===== src/rtl/time_set_ctrl.sv =====
// time_set_ctrl: debounced mode/up/down buttons drive RUN/SET_HR/SET_MIN mode and hour/minute step pulses.
// Define TIME_SET_AUTO_REPEAT_EN to enable hold-to-repeat stepping.
module time_set_ctrl #(
  parameter int DEB_CYCLES = 1_000_000,
  parameter int HOLD_CYCLES = 50_000_000,
  parameter int REPEAT_CYCLES = 20_000_000
) (
  input  logic       clk,
  input  logic       rst,
  input  logic       btn_mode,
  input  logic       btn_up,
  input  logic       btn_down,
  output logic [1:0] mode,
  output logic       run_en,
  output logic       hr_en,
  output logic       min_en,
  output logic       up_down,
  output logic       sec_clr
);
  localparam int DW = $clog2(DEB_CYCLES + 1);
  typedef enum logic [1:0] {RUN = 2'b00, SET_HR = 2'b01, SET_MIN = 2'b10} mode_t;
  mode_t state, state_nx;
  logic [2:0] s1, s2, deb, deb_d, press;
  logic mode_p, up_p, dn_p, step, rep;
  if (DEB_CYCLES < 1 || HOLD_CYCLES < 1 || REPEAT_CYCLES < 1) begin : g_bad_param
    $error("time_set_ctrl: cycle parameters must be at least 1");
  end
  // bit 0 = up, bit 1 = down, bit 2 = mode
  always_ff @(posedge clk)
    if (rst) begin
      s1 <= '0;
      s2 <= '0;
      deb_d <= '0;
    end else begin
      s1 <= {btn_mode, btn_down, btn_up};
      s2 <= s1;
      deb_d <= deb;
    end
  for (genvar i = 0; i < 3; i++) begin : g_deb
    logic [DW-1:0] cnt;
    logic lvl;
    always_ff @(posedge clk)
      if (rst) begin
        cnt <= '0;
        lvl <= 1'b0;
      end else if (s2[i] == lvl) cnt <= '0;
      else if (cnt == DW'(DEB_CYCLES - 1)) begin
        cnt <= '0;
        lvl <= s2[i];
      end else cnt <= cnt + 1'b1;
    assign deb[i] = lvl;
  end
  assign press = deb & ~deb_d;
  assign mode_p = press[2];
  assign up_p = press[0] & ~deb[1];
  assign dn_p = press[1] & ~deb[0];
  assign step = state != RUN && !mode_p && (up_p || dn_p);
`ifdef TIME_SET_AUTO_REPEAT_EN
  localparam int RMAX = HOLD_CYCLES > REPEAT_CYCLES ? HOLD_CYCLES : REPEAT_CYCLES;
  localparam int RW = $clog2(RMAX + 1);
  localparam logic [RW-1:0] HOLD_T = RW'(HOLD_CYCLES - 1);
  localparam logic [RW-1:0] REP_T = RW'(REPEAT_CYCLES - 1);
  logic armed, rpt, hold_ok;
  logic [RW-1:0] rcnt;
  // repeat only continues while the same single button stays held in the same field
  assign hold_ok = (deb[0] ^ deb[1]) && state != RUN && !mode_p;
  assign rep = armed && hold_ok && rcnt >= (rpt ? REP_T : HOLD_T);
  always_ff @(posedge clk)
    if (rst || !hold_ok) begin
      armed <= 1'b0;
      rpt <= 1'b0;
      rcnt <= '0;
    end else if (step) begin
      armed <= 1'b1;
      rpt <= 1'b0;
      rcnt <= '0;
    end else if (rep) begin
      rpt <= 1'b1;
      rcnt <= '0;
    end else if (armed && rcnt != '1) rcnt <= rcnt + 1'b1;
`else
  assign rep = 1'b0;
`endif
  always_comb begin
    state_nx = state;
    if (mode_p) state_nx = state == RUN ? SET_HR : state == SET_HR ? SET_MIN : RUN;
  end
  always_ff @(posedge clk)
    if (rst) begin
      state <= RUN;
      run_en <= 1'b1;
      hr_en <= 1'b0;
      min_en <= 1'b0;
      sec_clr <= 1'b0;
      up_down <= 1'b0;
    end else begin
      state <= state_nx;
      run_en <= state_nx == RUN;
      hr_en <= (step || rep) && state == SET_HR;
      min_en <= (step || rep) && state == SET_MIN;
      sec_clr <= mode_p && state == SET_MIN;
      if (step || rep) up_down <= step ? dn_p : deb[1];
    end
  assign mode = state;
endmodule


===== config.mk =====
export PLATFORM = sky130hd
export DESIGN_NAME = time_set_ctrl
export DESIGN_NICKNAME = d
export VERILOG_FILES = /design/src/rtl/time_set_ctrl.sv
export SDC_FILE = /design/constraint.sdc
export NUM_CORES = 1
export LEC_CHECK = 0
export BUFFER_PORTS_ARGS = -buffer_cell sky130_fd_sc_hd__buf_2
export CORE_ASPECT_RATIO = 1.5
export CORE_MARGIN = 1
export CORE_UTILIZATION = 55
export CTS_CLUSTER_DIAMETER = 100
export CTS_CLUSTER_SIZE = 25
export DETAILED_ROUTE_END_ITERATION = 10
export GPL_ROUTABILITY_DRIVEN = 0
export PLACE_DENSITY = 0.86
export SLEW_MARGIN = 0
export SYNTH_ARGS = -nofsm -noshare
export SYNTH_HDL_FRONTEND = slang
export SYNTH_SLANG_ARGS = --single-unit

===== constraint.sdc =====
create_clock -name clk -period 2.21 [get_ports clk]
set_clock_uncertainty 0.1 [all_clocks]
set_input_delay 0 -clock clk [delete_from_list [all_inputs] [get_ports clk]]
set_output_delay 0 -clock clk [all_outputs]
set_load 0.03 [all_outputs]

==> key figures, run 1 <==
Outcome
  • Status: complete, no violations

Route
  • Drt pass-1 iters: 4
  • Drt total wl: 6460 µm
  • Vias: 2,693
  • DRC: 0
  • Highest metal used: met4
  • Antenna-violating nets left: 0
  • Met3 wire len: about 160 µm
  • Average routed wire per standard cell: 13.3 µm
  • WL met2: 3410 µm
  • Met1 wire length: 2740 µm
  • Vias per cell: 5.55
  • Initial DRC Count: 93

Power
  • Share of power burned in registers: a little under three fifths
  • P_leak: 1.20 nW
  • Pwr Density: about 670 nW/µm²
  • Sw power: 0.000586 W
  • Max VDD drop: 0.486 mV
  • Internal power: 0.00198 W
  • Sw frac: 22.8%
  • Clock Power Share: 42.6%
  • Comb power frac: 1.6%

Clocking
  • Clock sink total: 79
  • CTS Buf Count: 9
  • Setup Buffers After CTS: 0
  • Maximum clock insertion buffer count: 2
  • CTS tree: built
  • Latest clock arrival within the worst-skew pair: 0.36 ns
  • Root buf cell: clkbuf_8
  • # H-tree levels: 3
  • CTS clk-pin slew, worst paths: 0.08 ns

Hold path
  • Hold Path Stages: 1
  • Hold Path Class: flop to flop
  • Hold path startpoint: g_deb[1].cnt[0]

Place
  • Placed Cells: between 400 and 500
  • Placement Cell Area: 3530 µm²
  • Port Buffer Count: 11
  • Post-DP HPWL: 4440 µm

Synth
  • Adder-cell share of the synthesized area: 1.13%
  • Synth Area in Simple Gates: 29.1%
  • Synth Net Count: 382
  • Commonest cells post-synth: 79 x dfxtp_1, 52 x nor2_1, 24 x nand3_1
  • Main synth FF type: dfxtp_1
  • Mean Syn Cell Area: 8.88 µm²
  • Syn Inst Count: approximately 370
  • Netlist Area Pre-Place: 3320 µm²
  • Post-Synth XOR/XNOR Area: 10.0%
  • Compound-Gate Fraction of Synth Area: 8.70%
  • Seq/Total Area, Yosys: 47.6%
  • Yosys top cell by area: dfxtp_1
  • YS warnings: 0
  • Post-synthesis mux area share: less than 1%
  • Leading post-synthesis cells by cell area: dfxtp_1 48%, nor2_1 5.9%, xnor2_1 5.5%, xor2_1 4.5%, nand3_1 3.6%
  • Netlist cell types: 41
  • Top-area cell type share of the netlist area: between 40% and 50%
  • Dominant cell by count in the synthesized netlist: dfxtp_1
  • #FFs+latches synth: 79
  • Number of flops mapped to enable cells by yosys: 0
  • Largest family of logic cells by synthesized area: simple AND/OR/NAND/NOR gates
  • Async SR Flop Fraction: 0%

STA
  • Period minus WS final: about 2.1 ns
  • Final Hold Fails: 0
  • Max Clk Rate: 0.474 GHz
  • Slew @ Worst Pin: about 0.34 ns
  • Rel. slew slack: approximately 77%
  • Setup violators final: 0
  • Fin crit share: 95.4%
  • TNS Setup: 0 ns
  • RSZ-0062 raised after global routing: no
  • Final Max Slew Viols: 0

Global routing
  • Wire length of the first global-routing pass: around 11,000 µm
  • Vias in the first global route: about 2,700
  • Largest net degree at the start of global routing: 21
  • GRT Util Overall: 22.5%
  • Initial antenna violation count: 0
  • GRT overflow: 0

Worst setup path
  • Crit path from: g_deb[1].cnt[15]
  • Setup Crit Path Kind: flop to flop
  • Worst setup SP type: flop
  • Register-to-Register Path Depth: 5
  • Crit path DAT: 2.26 ns
  • Crit path required time: 2.36 ns
  • Maximum fanout along the worst path: 11
  • Reg2Reg Launch Point: g_deb[1].cnt[15]
  • CP endpoint kind: flop

Cells and area
  • Area growth from synthesis to layout: 14.8%
  • Footprint of the multi-input gates: between 1500 and 2000 µm²
  • Net total in the final layout: 416
  • Final cell count without fillers: 485
  • Design Area, Final: 3810 µm²
  • Layout fillers: 475
  • Antenna diode count: 0
  • Layout cell share with drive strength beyond 1: 12.3%
  • Seq. cell area: ~1600 µm²

Floorplan
  • Initial core utilization: 57.0%
  • Die width: 65.4 µm
  • Core area: between 5000 and 6000 µm²
  • Placement Rows: 34
  • Die area: 6360 µm²
  • Die height: 97.2 µm
  • I/O pin count: 12

Run
  • Max cap viols: 0
## metrics by stage
step	util, %	total power [W]	worst slack (ns)	hold slack, ns
after floorplan	-	0.00149	0.150	0.0282
after global placement	60.6	0.00150	0.149	0.112
after detailed placement	60.6	0.00150	0.0743	0.113
after CTS	65.3	0.00259	0.0590	0.347
after global routing	65.4	0.00265	0.0143	0.366
final	65.4	0.00257	0.102	0.342
## routing by layer
| layer | up-vias | GRT usage [%] |
|---|---|---|
| met1 | 1265 | 24.3 |
| li1 | 1379 | - |
| met5 | - | 0 |
| met3 | 16 | 6.10 |
| met4 | 0 | 10.9 |
| met2 | 33 | 39.2 |
## logic make-up (layout without fill, tap and decap cells)
group / count (synthesis) / count (layout)
AO/OA/AOI/OAI: 51 / 51
adder cells (fa/ha/maj): 3 / 3
XOR/XNOR: 38 / 38
AND/OR/NAND/NOR: 177 / 177
flip-flops: 79 / 79
buffers and inverters: 25 / 64
multiplexers: 1 / 1
## worst paths after layout
| kind | end | slack (ns) |
|---|---|---|
| min reg2reg | g_deb[1].cnt[0] | 0.34 |
| max | g_deb[1].cnt[4] | 0.10 |
| max reg2reg | g_deb[1].cnt[4] | 0.10 |
| min | g_deb[1].cnt[0] | 0.34 |
## critical path, cell delays in order, from the launching register on
cell and delay [ns]:
dfxtp_1 0.35, or4_1 0.53, or4_1 0.58, o21ai_2 0.17, buf_4 0.20, nor2_1 0.06
## cells in the final DEF, fill, tap and decap left out, types with 11 or more instances in the layout
master   synthesis  layout
xor2_1          17      17
or3_1           13      13
nor2_1          52      52
a21oi_1         22      22
o21ai_0         15      15
inv_1           15      15
nand2_1         12      12
nand4_1         13      13
dfxtp_1         79      79
buf_2            3      11
xnor2_1         21      21
or4_1           13      12
buf_4            2      15
nand3_1         24      24
## area by class of cell
type / count / area share [%]
tap: 72 / 2.36
timing repair buffer: 33 / 6.24
clock inverter: 7 / 2.13
sequential: 79 / 41.5
clock buffer: 9 / 3.25
inverter: 15 / 1.48
multi-input combinational: 270 / 43.1
## power by group through the flow
stage               clock network, W  logic [W]  registers, W
floorplan                          0  0.0000214       0.00147
global placement                   0  0.0000297       0.00147
global route                 0.00118  0.0000452       0.00143
detailed placement                 0  0.0000308       0.00147
finish                       0.00110  0.0000414       0.00143
CTS                          0.00111  0.0000402       0.00143
## sequential cells by signal, summed over array words and instances, names as in the netlist
signal	flops
deb_d	3
g_deb.cnt	60
g_deb.lvl	3
hr_en	1
min_en	1
mode	2
run_en	1
s1	3
s2	3
sec_clr	1
up_down	1
## timing repair
action                     CTS  global route
gates resized for setup      0             2
hold endpoints to repair    15             0
hold buffers                 7             0
setup endpoints to repair    0            17
Note: power is estimated with default switching activity, not from simulation.
==> run 2: changes to the inputs <==
--- a/config.mk
+++ b/config.mk
@@ -8,12 +8,12 @@
 export BUFFER_PORTS_ARGS = -buffer_cell sky130_fd_sc_hd__buf_2
 export CORE_ASPECT_RATIO = 1.5
 export CORE_MARGIN = 1
-export CORE_UTILIZATION = 55
+export CORE_UTILIZATION = 27
 export CTS_CLUSTER_DIAMETER = 100
 export CTS_CLUSTER_SIZE = 25
 export DETAILED_ROUTE_END_ITERATION = 10
 export GPL_ROUTABILITY_DRIVEN = 0
-export PLACE_DENSITY = 0.86
+export PLACE_DENSITY = 0.54
 export SLEW_MARGIN = 0
 export SYNTH_ARGS = -nofsm -noshare
 export SYNTH_HDL_FRONTEND = slang
==> run 2 against run 1 <==
- die area increased by 100%
- count of clock-buffer cells in the layout unchanged
- setup slack got worse by 0.026 ns
- largest power group unchanged
- critical path type unchanged
==> key figures, run 2 (synthesis gave the netlist of run 1 again) <==
Cells and area
  • Most frequent cells in the layout: 79 x dfxtp_1, 52 x nor2_1, 24 x nand3_1
  • Layout cell share with drive strength beyond 1: around an eighth
  • Max FFs per register: 60
  • Footprint of the multi-input gates: 1640 µm²
  • Reg with most FFs: g_deb.cnt
  • Seq. cell area: 1580 µm²
  • Area growth from synthesis to layout: 20.8%
  • Commonest non-fill, non-tap cell in the layout: dfxtp_1
  • Layout fillers: 1,291
  • Antenna diode count: 0
  • Net total in the final layout: 417
  • Design Area, Final: 4010 µm²

Floorplan
  • I/O pin count: 12
  • Core area: 12,000 µm²
  • Placement Rows: 49
  • Die width: 92.6 µm
  • Initial core utilization: roughly 28%
  • Die area: 12,800 µm²
  • Die height: 138 µm

Power
  • Sw power: between 0.0005 and 0.0006 W
  • Sw frac: 20.1%
  • Share of power burned in registers: roughly half
  • P_leak: 1.25 nW
  • Pwr Density: 723 nW/µm²
  • Max VDD drop: 0.442 mV
  • Comb power frac: 1.5%
  • Clock Power Share: 49.1%
  • Internal power: 0.00232 W

STA
  • Period minus WS final: 2.13 ns
  • Worst Slack Setup Final: 0.0763 ns
  • Slew @ Worst Pin: between 0.3 and 0.4 ns
  • TNS Setup: 0 ns
  • RSZ-0062 raised after global routing: no
  • Rel. slew slack: 73.8%
  • Max Clk Rate: roughly 0.47 GHz
  • Setup violators final: 0
  • Final Hold Fails: 0
  • Smallest hold slack: around 0.33 ns
  • Final Max Slew Viols: 0
  • Fin crit share: 96.5%

Place
  • Port Buffer Count: 11
  • Placement Cell Area: 3630 µm²
  • Post-DP HPWL: 4450 µm
  • DP Worst Slack: 0.0610 ns

Route
  • Vias per cell: 4.77
  • Vias: 2,702
  • Initial DRC Count: 98
  • Drt total wl: around 6500 µm
  • Drt pass-1 iters: 5
  • Antenna-violating nets left: 0
  • DRC: 0
  • Average routed wire per standard cell: 11.5 µm

Global routing
  • GRT Util Overall: 10.9%
  • Largest net degree at the start of global routing: 21
  • GRT overflow: 0
  • Vias in the first global route: 2,540
  • Wire length of the first global-routing pass: 11,000 µm
  • Initial antenna violation count: 0

Clocking
  • # H-tree levels: 3
  • CTS Buf Count: 9
  • Latest clock arrival within the worst-skew pair: 0.33 ns
  • CTS tree: built
  • Maximum clock insertion buffer count: 2
  • CTS clk-pin slew, worst paths: around 0.06 ns
  • Clock sink total: 79
  • Root buf cell: clkbuf_16

Outcome
  • Status: complete, no violations

Worst setup path
  • Maximum fanout along the worst path: 10
  • Crit path required time: 2.33 ns
  • Setup Crit Path Kind: flop to flop
  • Worst setup SP type: flop
  • CP endpoint kind: flop
  • Crit path DAT: 2.25 ns

Run
  • Max cap viols: 0

Hold path
  • Hold Path Class: flop to flop
## run 2: cell type report
cell class	count	share of cell area, %
inverters	15	1.40
flip-flops and latches	79	39.4
multi-input cells	270	40.9
well taps	153	4.77
repair buffers	34	6.30
clock buffers	9	5.62
clock inverters	6	1.53
## run 2: metal layers
| layer | vias to the layer above | wire length [µm] | GRT usage [%] |
|---|---|---|---|
| met1 | 1264 | 2770 | 11.3 |
| met3 | 17 | 151 | 2.81 |
| met2 | 35 | 3380 | 19.6 |
| li1 | 1386 | - | - |
| met5 | - | 0 | 0 |
| met4 | 0 | 185 | 6.25 |
## run 2: path summary, 6_finish.rpt
| check | end | cells after the start | slack (ns) | start |
|---|---|---|---|---|
| setup / recovery | g_deb[1].cnt[11] | 5 | 0.08 | g_deb[1].cnt[12] |
| hold / removal | s2[2] | 1 | 0.33 | s1[2] |
| setup reg to reg | g_deb[1].cnt[11] | 5 | 0.08 | g_deb[1].cnt[12] |
| hold reg to reg | s2[2] | 1 | 0.33 | s1[2] |
## run 2: critical path, cell delays in order, from the launching register on
cell     delay [ns]
dfxtp_1        0.35
or4b_2         0.65
or4_4          0.45
o21ai_2        0.23
buf_6          0.18
nor2_1         0.05
## run 2: power groups by stage
| stage | registers (W) | clock network [W] | logic [W] |
|---|---|---|---|
| 5_1_grt | 0.00143 | 0.00154 | 0.0000469 |
| 2_1_floorplan | 0.00147 | 0 | 0.0000214 |
| 4_1_cts | 0.00143 | 0.00148 | 0.0000404 |
| 3_3_place_gp | 0.00147 | 0 | 0.0000308 |
| 3_5_place_dp | 0.00147 | 0 | 0.0000312 |
| 6_report | 0.00143 | 0.00142 | 0.0000424 |
## run 2: through the flow
stage	instances	utilization [%]	total power [W]
2_1_floorplan	374	-	0.00149
4_1_cts	565	33.2	0.00295
3_5_place_dp	543	30.2	0.00150
6_report	566	33.4	0.00290
5_1_grt	566	33.4	0.00302
3_3_place_gp	543	30.2	0.00150
## run 2: repair_timing
action / CTS / global route
gates resized for setup: 0 / 6
endpoints found under the hold margin: 14 / 0
buffers inserted: 0 / 0
hold buffers: 7 / 0
setup endpoints to repair: 0 / 20
